$ cat src/rtl/poly_frommsg_seq.sv
// poly_frommsg_seq: expands a 256-bit message into Kyber coefficients, two per beat.
// Optional build macro ATHOS_FROMMSG_OUTREG_EN adds a 2-entry skid buffer on the pair outputs.
module poly_frommsg_seq #(
    parameter int Q       = 3329,
    parameter int COEFF_W = 16,
    parameter int N       = 256
) (
    input  logic               clk_i,
    input  logic               rst_i,
    input  logic               start_i,
    input  logic               msg_valid_i,
    output logic               msg_ready_o,
    input  logic [31:0]        msg_data_i,
    output logic               coeff_valid_o,
    input  logic               coeff_ready_i,
    output logic [COEFF_W-1:0] coeff0_o,
    output logic [COEFF_W-1:0] coeff1_o,
    output logic [7:0]         coeff_idx_o,
    output logic               busy_o,
    output logic               done_o
);
    localparam logic [1:0] IDLE      = 2'd0;
    localparam logic [1:0] WAIT_WORD = 2'd1;
    localparam logic [1:0] EMIT      = 2'd2;
    localparam logic [1:0] DONE      = 2'd3;
    localparam int WORDS = N / 32;
    localparam int WW = WORDS > 1 ? $clog2(WORDS) : 1;
    localparam logic [WW-1:0] LAST_WORD = WW'(WORDS - 1);
    localparam logic [COEFF_W-1:0] ONE = COEFF_W'((Q + 1) / 2);

    logic [1:0]         state;
    logic [31:0]        sr;
    logic [WW-1:0]      word_cnt;
    logic [3:0]         beat;
    logic [7:0]         idx;
    logic               c_valid;
    logic               c_ready;
    logic               buf_empty;
    logic [COEFF_W-1:0] c0;
    logic [COEFF_W-1:0] c1;
    logic [7:0]         c_idx;

    assign c_valid     = state == EMIT;
    assign c0          = (c_valid && sr[0]) ? ONE : '0;
    assign c1          = (c_valid && sr[1]) ? ONE : '0;
    assign c_idx       = c_valid ? idx : '0;
    assign msg_ready_o = state == WAIT_WORD;
    assign busy_o      = state != IDLE;
    assign done_o      = state == DONE && buf_empty;

    // control FSM: load a word, emit its 16 bit pairs, repeat until the last word drains
    always_ff @(posedge clk_i) begin
        if (rst_i) begin
            state    <= IDLE;
            sr       <= '0;
            word_cnt <= '0;
            beat     <= '0;
            idx      <= '0;
        end else begin
            case (state)
                IDLE: if (start_i) begin
                    state    <= WAIT_WORD;
                    word_cnt <= '0;
                    idx      <= '0;
                end
                WAIT_WORD: if (msg_valid_i) begin
                    sr    <= msg_data_i;
                    beat  <= '0;
                    state <= EMIT;
                end
                EMIT: if (c_ready) begin
                    sr   <= sr >> 2;
                    idx  <= idx + 8'd2;
                    beat <= beat + 4'd1;
                    if (beat == 4'd15) begin
                        if (word_cnt < LAST_WORD) begin
                            word_cnt <= word_cnt + WW'(1);
                            state    <= WAIT_WORD;
                        end else begin
                            state <= DONE;
                        end
                    end
                end
                DONE: if (buf_empty) state <= IDLE;
                default: state <= IDLE;
            endcase
        end
    end

`ifdef ATHOS_FROMMSG_OUTREG_EN
    localparam int DW = 8 + 2 * COEFF_W;
    logic          m_v;
    logic          s_v;
    logic [DW-1:0] m_d;
    logic [DW-1:0] s_d;

    assign c_ready   = !s_v;
    assign buf_empty = !m_v && !s_v;
    assign coeff_valid_o = m_v;
    assign {coeff_idx_o, coeff1_o, coeff0_o} = m_v ? m_d : '0;

    // main register drives the outputs; the skid entry catches a pair arriving during a stall
    always_ff @(posedge clk_i) begin
        if (rst_i) begin
            m_v <= 1'b0;
            s_v <= 1'b0;
            m_d <= '0;
            s_d <= '0;
        end else if (!m_v || coeff_ready_i) begin
            m_v <= s_v || c_valid;
            m_d <= s_v ? s_d : {c_idx, c1, c0};
            s_v <= 1'b0;
        end else if (c_valid && !s_v) begin
            s_v <= 1'b1;
            s_d <= {c_idx, c1, c0};
        end
    end
`else
    assign c_ready       = coeff_ready_i;
    assign buf_empty     = 1'b1;
    assign coeff_valid_o = c_valid;
    assign coeff0_o      = c0;
    assign coeff1_o      = c1;
    assign coeff_idx_o   = c_idx;
`endif
endmodule

$ cat config.mk
export PLATFORM = sky130hd
export DESIGN_NAME = poly_frommsg_seq
export DESIGN_NICKNAME = d
export VERILOG_FILES = /design/src/rtl/poly_frommsg_seq.sv
export SDC_FILE = /design/constraint.sdc
export NUM_CORES = 1
export LEC_CHECK = 0
export ABC_CLOCK_PERIOD_IN_PS = 2000
export CAP_MARGIN = 40
export CORE_ASPECT_RATIO = 0.75
export CORE_UTILIZATION = 47
export DETAILED_ROUTE_END_ITERATION = 7
export PLACE_DENSITY_LB_ADDON = 0.2
export SYNTH_ARGS = -nofsm -noshare
export SYNTH_HDL_FRONTEND = slang
export SYNTH_SLANG_ARGS = --single-unit
export TNS_END_PERCENT = 50
$ cat constraint.sdc
create_clock -name clk_i -period 2 [get_ports clk_i]
set_clock_uncertainty 0.15 [all_clocks]
set_input_delay 0.2 -clock clk_i [delete_from_list [all_inputs] [get_ports clk_i]]
set_output_delay 0.2 -clock clk_i [all_outputs]
set_load 0.005 [all_outputs]
==> summary.md <==
| Metric | Value |
|---|---|
| Status | finished clean |
| Via Count | 2259 |
| Met3 Usage GRT | 0.0424 |
| MaxCap Viol Count | 0 |
| Number of synthesized register bits | 48 |
| Average size of a mapped cell | 8.08 um2 |
| DRT Pass-1 Iters | 4 |
| Register area share after synthesis | 0.374 |
| Worst-path clk slew | 0.08 ns |
| Final nets | 400 |
| Global route total overflow | 0 |
| Critical R2R Capture | idx[7]$_SDFFE_PP0P_ |
| GRT Total Usage | 0.191 |
| Placement Setup Slack | 0.103 ns |
| CP arrival | 1.54 ns |
| Setup violators final | 0 |
| Netlist Area Pre-Place | 2570 um2 |
| FILL cells | 471 |
| Clk_lat worst skew | 0.29 ns |
| Setup WS post-layout | 0.106 ns |
| Iter 0 DRT Violations | 86 |
| WL final | 5380 um |
| CTS Sinks | 48 |
| CTS tree | built |
| Worst R2R Path Depth | 5 |
| Root Driver | clkbuf_8 |
| Fin area | 3150 um2 |
| Setup_tns | 0 ns |
| H-tree Lvls | 2 |
| Met1 usage | 0.245 |
| Tcrit/Tclk final | 0.947 |
| Port buffer count | 55 |
| Endpoint type of the worst setup path | output port |
| Layout cells sized above 1 | 0.0720 |
| Minimum clock period | 1.89 ns |
| Horiz. Die Dim | 87.4 um |
| Final hold viol count | 0 |
| WL per Instance | 12.4 um |
| CP Max Fanout | 6 |
| Crit Path Class | reg2out |
| Initial antenna violation count | 0 |
| Worst Hold Class | in2reg |
| Flop2flop setup slack | 0.34 ns |
| Worst hold path depth | 3 |
| Hold_sp | msg_data_i[30] |
| Final std cells w/o fill | 433 |
| Dpl hpwl | 3550 um |
| CP required | 1.65 ns |
| Die Y | 66.0 um |
| Pleak | 0.00119 uW |
| Met2 usage | 0.320 |
| RSZ-0062 raised after global routing | false |
| Largest net degree at the start of global routing | 38 |
| Inst Count DP | 424 |
| I/O pins | 81 |
| Final core utilization | 0.622 |
| Power per standard cell area | 623 nW/um2 |
| Dpl cell area | 3040 um2 |
| Layout area overhead | 22.6% |
| ANT nets after route | 0 |
| Yosys cell types | 35 |
| Max-slew violation count | 0 |
| Number of core rows | 22 |
| Die area | 5770 um2 |
| Max Freq | 528 MHz |
| Post-route DRC | 0 |
| RR Startpoint | state[1]$_SDFFE_PP0P_ |
| Synth warnings | 0 |
| Core ar. | 5060 um2 |
| Global-route wire length before repair | 8780 um |
| Initial core utilization | 0.507 |
| Synthesized instance count | 318 |
| Diodes inserted | 0 |
| Global placer's final weighted congestion | 0.801 |
| Post-CTS Hold Buffers | 0 |
| Global routing's busiest layer | met2 |
| Number of global-route vias before repair | 1951 |
| Number of clock buffers inserted by TritonCTS | 5 |
| Vias per cell | 5.22 |
| Hold-critical path endpoint | sr[30]$_SDFFE_PP0P_ |
| Clk buf depth | 2 |
| VDD IR max | 381 uV |
| CP Launch Type | flop |
| Setup bufs post-CTS | 0 |
-- state kept, by name, indices dropped and copies added (netlist names) --
signal	count
sr	32
idx	7
state	2
beat	4
word_cnt	3
-- cells in the mapped netlist --
| cell | count | area, um2 |
|---|---|---|
| nand2b_1 | 4 | 25.0 |
| o211ai_1 | 2 | 15.0 |
| clkbuf_1 | 6 | 22.5 |
| or4_1 | 4 | 30.0 |
| mux2i_1 | 3 | 30.0 |
| clkinv_1 | 1 | 3.75 |
| nand2_1 | 68 | 255 |
| conb_1 | 1 | 3.75 |
| and2_1 | 10 | 62.6 |
| buf_6 | 1 | 11.3 |
| nand3_1 | 6 | 30.0 |
| dfxtp_1 | 48 | 961 |
| inv_1 | 3 | 11.3 |
| nand3b_1 | 2 | 15.0 |
| nor2_1 | 1 | 3.75 |
| a21boi_0 | 1 | 7.51 |
| or3b_2 | 1 | 8.76 |
| or3_1 | 4 | 25.0 |
| o21a_1 | 1 | 7.51 |
| and3_1 | 1 | 6.26 |
| nor2b_1 | 2 | 12.5 |
| o2111ai_1 | 4 | 35.0 |
| and3b_1 | 2 | 17.5 |
| o21ai_0 | 7 | 35.0 |
| buf_4 | 39 | 293 |
| buf_2 | 12 | 60.1 |
| o31ai_1 | 3 | 22.5 |
| nand4b_1 | 2 | 17.5 |
| a311oi_1 | 30 | 263 |
| o41ai_1 | 2 | 17.5 |
| nor3_1 | 30 | 150 |
| or2_2 | 1 | 6.26 |
| ha_1 | 3 | 37.5 |
| nand4_1 | 1 | 6.26 |
| a21oi_1 | 12 | 60.1 |
-- logic make-up (layout without fill, tap and decap cells) --
| family | Yosys count | after routing | share of synthesized area |
|---|---|---|---|
| flops | 48 | 48 | 0.374 |
| mux | 3 | 3 | 0.0117 |
| buf+inv | 62 | 81 | 0.156 |
| fa+ha+maj | 3 | 3 | 0.0146 |
| other cells | 1 | 25 | 0.00146 |
| simple gates | 139 | 139 | 0.262 |
| compound gates | 62 | 62 | 0.180 |
-- report_power, final --
group | internal (uW) | leakage [uW] | switching, uW | total [uW]
logic | 175 | 0.000748 | 168 | 343
clock network | 276 | 0.0000510 | 302 | 578
registers | 1010 | 0.000391 | 29.3 | 1040
-- stage by stage --
step                hold slack, ns  power (uW)
finish                       0.312        1960
global route                 0.330        2080
global placement             0.303        1400
detailed placement           0.315        1400
floorplan                    0.190        1300
CTS                          0.308        1980
-- critical path, stage by stage, from the launching register on --
cell	delay (ns)
dfxtp_1	0.32
nand2b_4	0.17
inv_4	0.08
and2_1	0.17
clkdlybuf4s50_1	0.51
-- metal layers --
metal  vias to the layer above  part of all wire
li1                       1162                 -
met1                      1026              0.48
met2                        66              0.46
met3                         5             0.053
met4                         0            0.0082
met5                         -                 0
-- worst max-delay path by stage --
| stage | startpoint | depth (start not counted) | end |
|---|---|---|---|
| floorplan | state[1]$_SDFFE_PP0P_ | 7 | coeff0_o[10] |
| global placement | coeff_ready_i | 5 | idx[7]$_SDFFE_PP0P_ |
| detailed placement | coeff_ready_i | 5 | idx[7]$_SDFFE_PP0P_ |
| CTS | state[0]$_SDFFE_PP0P_ | 4 | coeff1_o[9] |
| global route | state[0]$_SDFFE_PP0P_ | 4 | coeff0_o[9] |
| finish | state[0]$_SDFFE_PP0P_ | 4 | coeff1_o[10] |
-- placed cells by master (no fill, tap or decap), drive strengths merged --
cell type,count
a21boi,1
a21oi,12
a311oi,30
and2,10
and3,1
and3b,2
buf,13
clkbuf,6
clkdlybuf4s50,54
clkinv,2
clkinvlp,1
conb,25
dfxtp,48
dlymetal6s2s,1
ha,3
inv,4
mux2i,3
nand2,68
nand2b,4
nand3,6
nand3b,2
nand4,1
nand4b,2
nor2,1
nor2b,2
nor3,30
o2111ai,4
o211ai,2
o21a,1
o21ai,7
o31ai,3
o41ai,2
or2,1
or3,4
or3b,1
or4,4
-- cell type report --
class / instances / area [um2] / share of cell area
multi-input combinational: 232 / 1300 / 0.414
sequential: 48 / 961 / 0.305
timing repair buffer: 68 / 676 / 0.215
tap: 72 / 90.1 / 0.0286
clock buffer: 6 / 82.6 / 0.0262
inverter: 4 / 17.5 / 0.00556
clock inverter: 2 / 10.0 / 0.00318
timing repair inverter: 1 / 7.51 / 0.00238
-- timing repair --
item,4_1_cts,5_1_grt
gates resized for setup,1,4
endpoints found under the setup margin,15,14
gates cloned,0,1
Power figures use the tool's default switching activity.
